File: src/rtl/adc_sample_fifo.sv
// adc_sample_fifo: decimating first-word-fall-through sample buffer.
// Kept ADC samples are written into a DEPTH-entry FIFO and presented on a
// valid/ready stream; samples that arrive while the FIFO is full are dropped
// and counted.
// Ports:
//   clk, rst                 system clock, async active-high reset
//   enable                   capture enable (level)
//   decim                    keep 1 of every decim+1 samples
//   sample_in, sample_valid  deserialized word and its completion pulse
//   clear_ovf                clears overflow_count / overflow_sticky
//   m_data, m_valid, m_ready output stream (head of FIFO)
//   level                    FIFO occupancy 0..DEPTH
//   overflow_count           saturating count of dropped kept samples
//   overflow_sticky          set on any drop
//   busy                     capture state machine not idle
module adc_sample_fifo #(
   parameter int unsigned DATA_WIDTH  = 12,
   parameter int unsigned DEPTH       = 16,
   parameter int unsigned DECIM_WIDTH = 8,
   parameter int unsigned OVF_WIDTH   = 16
) (
   input  logic                     clk,
   input  logic                     rst,
   input  logic                     enable,
   input  logic [DECIM_WIDTH-1:0]   decim,
   input  logic [DATA_WIDTH-1:0]    sample_in,
   input  logic                     sample_valid,
   input  logic                     clear_ovf,
   output logic [DATA_WIDTH-1:0]    m_data,
   output logic                     m_valid,
   input  logic                     m_ready,
   output logic [$clog2(DEPTH):0]   level,
   output logic [OVF_WIDTH-1:0]     overflow_count,
   output logic                     overflow_sticky,
   output logic                     busy
);

   localparam int unsigned AW = $clog2(DEPTH);
   localparam int unsigned LW = AW + 1;

   typedef enum logic [1:0] {IDLE, ARM, RUN, DRAIN} state_t;

   state_t                 state, state_nxt;
   logic [DATA_WIDTH-1:0]  mem [DEPTH];
   logic [LW-1:0]          wr_ptr, rd_ptr, rd_nxt;
   logic [LW-1:0]          level_nxt;
   logic [DECIM_WIDTH-1:0] dcnt, dcnt_nxt;
   logic [DATA_WIDTH-1:0]  m_data_nxt;
   logic                   full, pop, keep, push, drop;

   // Wrap bits differ with equal indices only when full.
   assign full = (wr_ptr[AW] != rd_ptr[AW]) && (wr_ptr[AW-1:0] == rd_ptr[AW-1:0]);
   assign pop  = m_valid && m_ready;

   // State register.
   always_ff @(posedge clk or posedge rst) begin
      if (rst) state <= IDLE;
      else     state <= state_nxt;
   end

   // Next state, decimation and FIFO write/drop decisions.
   always_comb begin
      state_nxt = state;
      dcnt_nxt  = dcnt;
      keep      = 1'b0;
      case (state)
         IDLE: if (enable) state_nxt = ARM;
         ARM: begin
            if (!enable) state_nxt = IDLE;
            else if (sample_valid) begin
               // First sample aligns the decimation phase.
               keep      = 1'b1;
               dcnt_nxt  = decim;
               state_nxt = RUN;
            end
         end
         RUN: begin
            if (!enable) state_nxt = DRAIN;
            else if (sample_valid) begin
               if (dcnt == '0) begin
                  keep     = 1'b1;
                  dcnt_nxt = decim;
               end else begin
                  dcnt_nxt = dcnt - DECIM_WIDTH'(1);
               end
            end
         end
         DRAIN: if (level == '0) state_nxt = IDLE;
         default: state_nxt = IDLE;
      endcase
      // A pop in the same cycle frees the slot of a full FIFO.
      push      = keep && (!full || pop);
      drop      = keep && full && !pop;
      level_nxt = level + LW'(push) - LW'(pop);
      rd_nxt    = rd_ptr + LW'(pop);
      // Head after this edge: bypass the incoming word when it lands at the head.
      if (level_nxt == '0)
         m_data_nxt = '0;
      else if (push && (wr_ptr[AW-1:0] == rd_nxt[AW-1:0]))
         m_data_nxt = sample_in;
      else
         m_data_nxt = mem[rd_nxt[AW-1:0]];
   end

   // Pointers, registered stream outputs and status.
   always_ff @(posedge clk or posedge rst) begin
      if (rst) begin
         wr_ptr          <= '0;
         rd_ptr          <= '0;
         level           <= '0;
         dcnt            <= '0;
         m_valid         <= 1'b0;
         m_data          <= '0;
         busy            <= 1'b0;
         overflow_count  <= '0;
         overflow_sticky <= 1'b0;
      end else begin
         if (push) wr_ptr <= wr_ptr + LW'(1);
         rd_ptr  <= rd_nxt;
         level   <= level_nxt;
         dcnt    <= dcnt_nxt;
         m_valid <= (level_nxt != '0);
         m_data  <= m_data_nxt;
         busy    <= (state_nxt != IDLE);
         // A drop coinciding with a clear leaves exactly that drop recorded.
         if (drop && clear_ovf) begin
            overflow_count  <= OVF_WIDTH'(1);
            overflow_sticky <= 1'b1;
         end else if (clear_ovf) begin
            overflow_count  <= '0;
            overflow_sticky <= 1'b0;
         end else if (drop) begin
            if (overflow_count != '1) overflow_count <= overflow_count + OVF_WIDTH'(1);
            overflow_sticky <= 1'b1;
         end
      end
   end

   // Sample storage; contents need no reset.
   always_ff @(posedge clk) begin
      if (push) mem[wr_ptr[AW-1:0]] <= sample_in;
   end

endmodule

File: config.mk
export PLATFORM = sky130hd
export DESIGN_NAME = adc_sample_fifo
export DESIGN_NICKNAME = d
export VERILOG_FILES = /design/src/rtl/adc_sample_fifo.sv
export SDC_FILE = /design/constraint.sdc
export NUM_CORES = 1
export LEC_CHECK = 0
export CAP_MARGIN = 10
export CORE_AREA = 5 5 133 161
export CTS_CLUSTER_DIAMETER = 100
export DETAILED_ROUTE_END_ITERATION = 16
export DIE_AREA = 0 0 138 166
export GPL_TIMING_DRIVEN = 0
export PLACE_DENSITY = 0.74
export SLEW_MARGIN = 10
export SYNTH_ARGS = -nofsm -noshare
export SYNTH_HDL_FRONTEND = slang
export SYNTH_SLANG_ARGS = --single-unit
File: constraint.sdc
create_clock -name clk -period 3.6 [get_ports clk]
set_input_delay 0.54 -clock clk [delete_from_list [all_inputs] [get_ports clk]]
set_output_delay 0.54 -clock clk [all_outputs]
set_load 0.03 [all_outputs]
==> results.cfg <==
[run_status]
status = finished, final reports clean

[synth]
synth-seq-area-share_pct = 69.89
synth_nets = 631
synth_cells = 585
synth-edff-count = 192
ys_warn_count = 0
synth_ff_type = edfxtp_1
ys_types = 49
synthArstFlopShare_pct = 22.58
muxShareOfSynthArea_pct = 13.27
synth_xor_area_share_pct = 2.477
synth-compound-area-share_pct = 4.368
syn-cell-area_um2 = 10250
synth-seq-cells = 248
synth_area_per_cell_um2 = 17.53
yosys.area_share.adder_pct = 2.513
synth-simple-area-share_pct = 5.612
synth_top_family_by_area = multiplexers

[worst_setup_path]
slowest_delay_ns = 0.40
cp.required_ns = 4.00
endpoint_kind = register
path_cells = inv_2 -> ha_4 -> or3b_4 -> o21ai_4 -> o211a_1 -> nand2_1 -> nand2_1 -> ha_2 -> inv_2 -> fa_2 -> nand2b_4 -> a21oi_2 -> or3_1 -> and4_4 -> and2b_4 -> clkbuf_16 -> a22o_1
crit_buf_inv = 3
worst-setup-path-type = reg -> reg
crit_arrival_ns = 3.96
critPathTopFamily = simple AND/OR/NAND/NOR gates
cpMaxStageDelayCell = dfrtp_1
crit_path_start_kind = register
crit_fanout = 5

[clocking]
clockRootBuffer = clkbuf_16
clkSinkCount = 248
cts_made_buffers = 25
clkTransAtPathRegs_ns = 0.06
clockBufferDepth = 3
cts_tree = yes
htreeDepth = 1
clock_latency_ns = 0.51

[placed_design]
placed_cell_area_um2 = 11360
dpl.hpwl_mm = 14.16
place.gp.congestion = 0.8357
pre_cts_ws_ns = -0.6806
port_buffers = 60

[floorplan]
die_width_um = 138
dieHeight_um = 166
initial_core_util_pct = 51.72
fp.dieArea_um2 = 22910
ios = 62
fp.coreArea_um2 = 19830
row_count = 57

[final_layout]
fin_area_um2 = 12340
drive_gt1_share_pct = 23.63
area_delta_synth_final_pct = 20.36
diodes = 0
nNetsFinal = 739

[power]
power_switching_mw = 3.170
leakage_nw = 4.395
clock_power_share_pct = 25.7
peakVddDrop_mv = 0.4817
p_sw_share_pct = 32.01
p_per_area_nw_per_um2 = 802.5
seqPwrFrac_pct = 36.4
p_comb_share_pct = 37.9
internal_power_mw = 6.735

[detailed_routing]
routed_via_density = 5.905
post_drt_wl_per_cell_um = 23.15
wl_mm = 22.60
firstDrtPassIters = 5
drt_iter0_drc = 428
route.detailed.drc = 0
vias = 5763
drt.antenna.violating_nets = 0

[sta]
slew_headroom_pct = 27.54
skew_ns = 0.01079
finalSetupViolCount = 0
hold_violations = 0
slew_viol_final = 0
fin_ws_ns = 0.03783
min_period_ns = 3.562
worst_pin_slew_ns = 1.087
rsz0062_at_grt = yes
fmax_ghz = 0.2807
whs_ns = 0.3802
fin_crit_sh_pct = 98.95

[global_routing]
grt_max_degree = 57
grt_pass1_vias = 6052
grt_overflow = 0
grt_pass1_wl_mm = 34.78
grt_antenna_before_repair = 0
grtUsageTotal_pct = 19.39

[run]
drv_cap = 0

[min_path]
worstHoldPathType = in -> reg
==> Yosys cell counts, types with 4 or more instances <==
| library cell | count | area [um^2] |
|---|---|---|
| a21oi_1 | 15 | 75.07 |
| a22o_1 | 12 | 105.1 |
| and3_1 | 9 | 56.30 |
| buf_1 | 4 | 15.01 |
| clkbuf_1 | 14 | 52.55 |
| dfrtp_1 | 56 | 1401 |
| edfxtp_1 | 192 | 5766 |
| ha_1 | 19 | 237.7 |
| inv_1 | 23 | 86.33 |
| mux4_2 | 60 | 1351 |
| nand2_1 | 20 | 75.07 |
| nand3_1 | 12 | 60.06 |
| nand4_1 | 7 | 43.79 |
| nor2_1 | 35 | 131.4 |
| nor3_1 | 9 | 45.04 |
| o21ai_0 | 20 | 100.1 |
| or3_1 | 5 | 31.28 |
| xnor2_1 | 10 | 87.58 |
| xor2_1 | 19 | 166.4 |
==> worst register-to-register path, delay by kind of cell (launching register included) <==
family	cells	cell delay (ns)
AO/OA/AOI/OAI	4	0.74
adder cells (fa/ha/maj)	3	0.70
buffers and inverters	3	0.30
flip-flops	1	0.40
AND/OR/NAND/NOR	7	1.28
==> stage by stage <==
step           std cells  TNS, ns  total power, mW  util, %
2_1_floorplan        585        0            6.181        -
3_3_place_gp         910   -27.65            7.101    56.49
3_5_place_dp         920   -7.552            7.259    57.29
4_1_cts              970        0            9.895    61.81
5_1_grt              976   -1.374            10.38    62.26
6_report             976        0            9.906    62.26
==> power by group through the flow <==
stage	Clock [mW]	Sequential, mW	Combinational (mW)
final	2.54	3.60	3.76
after global routing	2.71	3.64	4.04
after global placement	0	3.63	3.47
after detailed placement	0	3.64	3.61
after CTS	2.59	3.60	3.70
after floorplan	0	3.81	2.37
==> kinds of logic (layout without fill, tap and decap cells) <==
family,after synthesis,count (layout)
simple gates,113,113
flops,248,248
fa+ha+maj,20,20
xor+xnor,29,29
buf+inv,47,173
mux,61,61
compound gates,67,67
==> placed cells by master (no fill, tap or decap), types with 17 or more instances in the layout <==
cell,n
o21ai_0,19
nor2_1,22
mux4_2,60
clkbuf_16,26
dfrtp_1,55
inv_1,19
nand2_1,20
buf_4,17
edfxtp_1,192
clkdlybuf4s50_1,60
xor2_1,19
==> what timing repair did <==
item / CTS / global route
buffers inserted: 6 / 6
pin swaps: 5 / 7
setup endpoints to repair: 12 / 12
hold buffers: 0 / 0
cloned: 0 / 1
gates resized for setup: 16 / 13
==> path summary, 6_finish.rpt <==
path / startpoint / endpoint / slack [ns] / cells after the start
max: dcnt[1]$_DFFE_PP0P_ / m_data[3]$_DFF_PP0_ / 0.04 / 17
max reg2reg: dcnt[1]$_DFFE_PP0P_ / m_data[3]$_DFF_PP0_ / 0.04 / 17
min: clear_ovf / overflow_count[14]$_DFFE_PP0P_ / 0.38 / 2
min reg2reg: wr_ptr[4]$_DFFE_PP0P_ / wr_ptr[4]$_DFFE_PP0P_ / 0.49 / 1
max in group asynchronous: rst / dcnt[2]$_DFFE_PP0P_ / 2.52 / 2
min in group asynchronous: rst / overflow_count[2]$_DFFE_PP0P_ / 0.52 / 2
==> layout make-up <==
type / count / area [um^2]
timing repair buffer: 83 / 820.8
sequential: 248 / 7168
tap: 265 / 331.6
clock buffer: 33 / 705.7
multi-input combinational: 290 / 3003
buffer: 22 / 117.6
fill: 1426 / 7483
inverter: 23 / 88.84
clock inverter: 12 / 107.6
==> layer usage <==
layer | global-route usage [%] | vias to the layer above | share of wire, %
met5 | 0 | - | 0
met4 | 5.329 | 0 | 2.6
met3 | 4.032 | 37 | 7.2
met2 | 34.30 | 223 | 52
met1 | 24.41 | 2989 | 39
li1 | - | 2514 | -
==> sequential cells by signal (all words and copies together), names as in the netlist <==
name	cells
mem	192
busy	1
dcnt	8
rd_ptr	5
overflow_sticky	1
wr_ptr	5
m_valid	1
overflow_count	16
m_data	12
state	2
level	5
No activity file was read; power rests on OpenSTA's default activity.
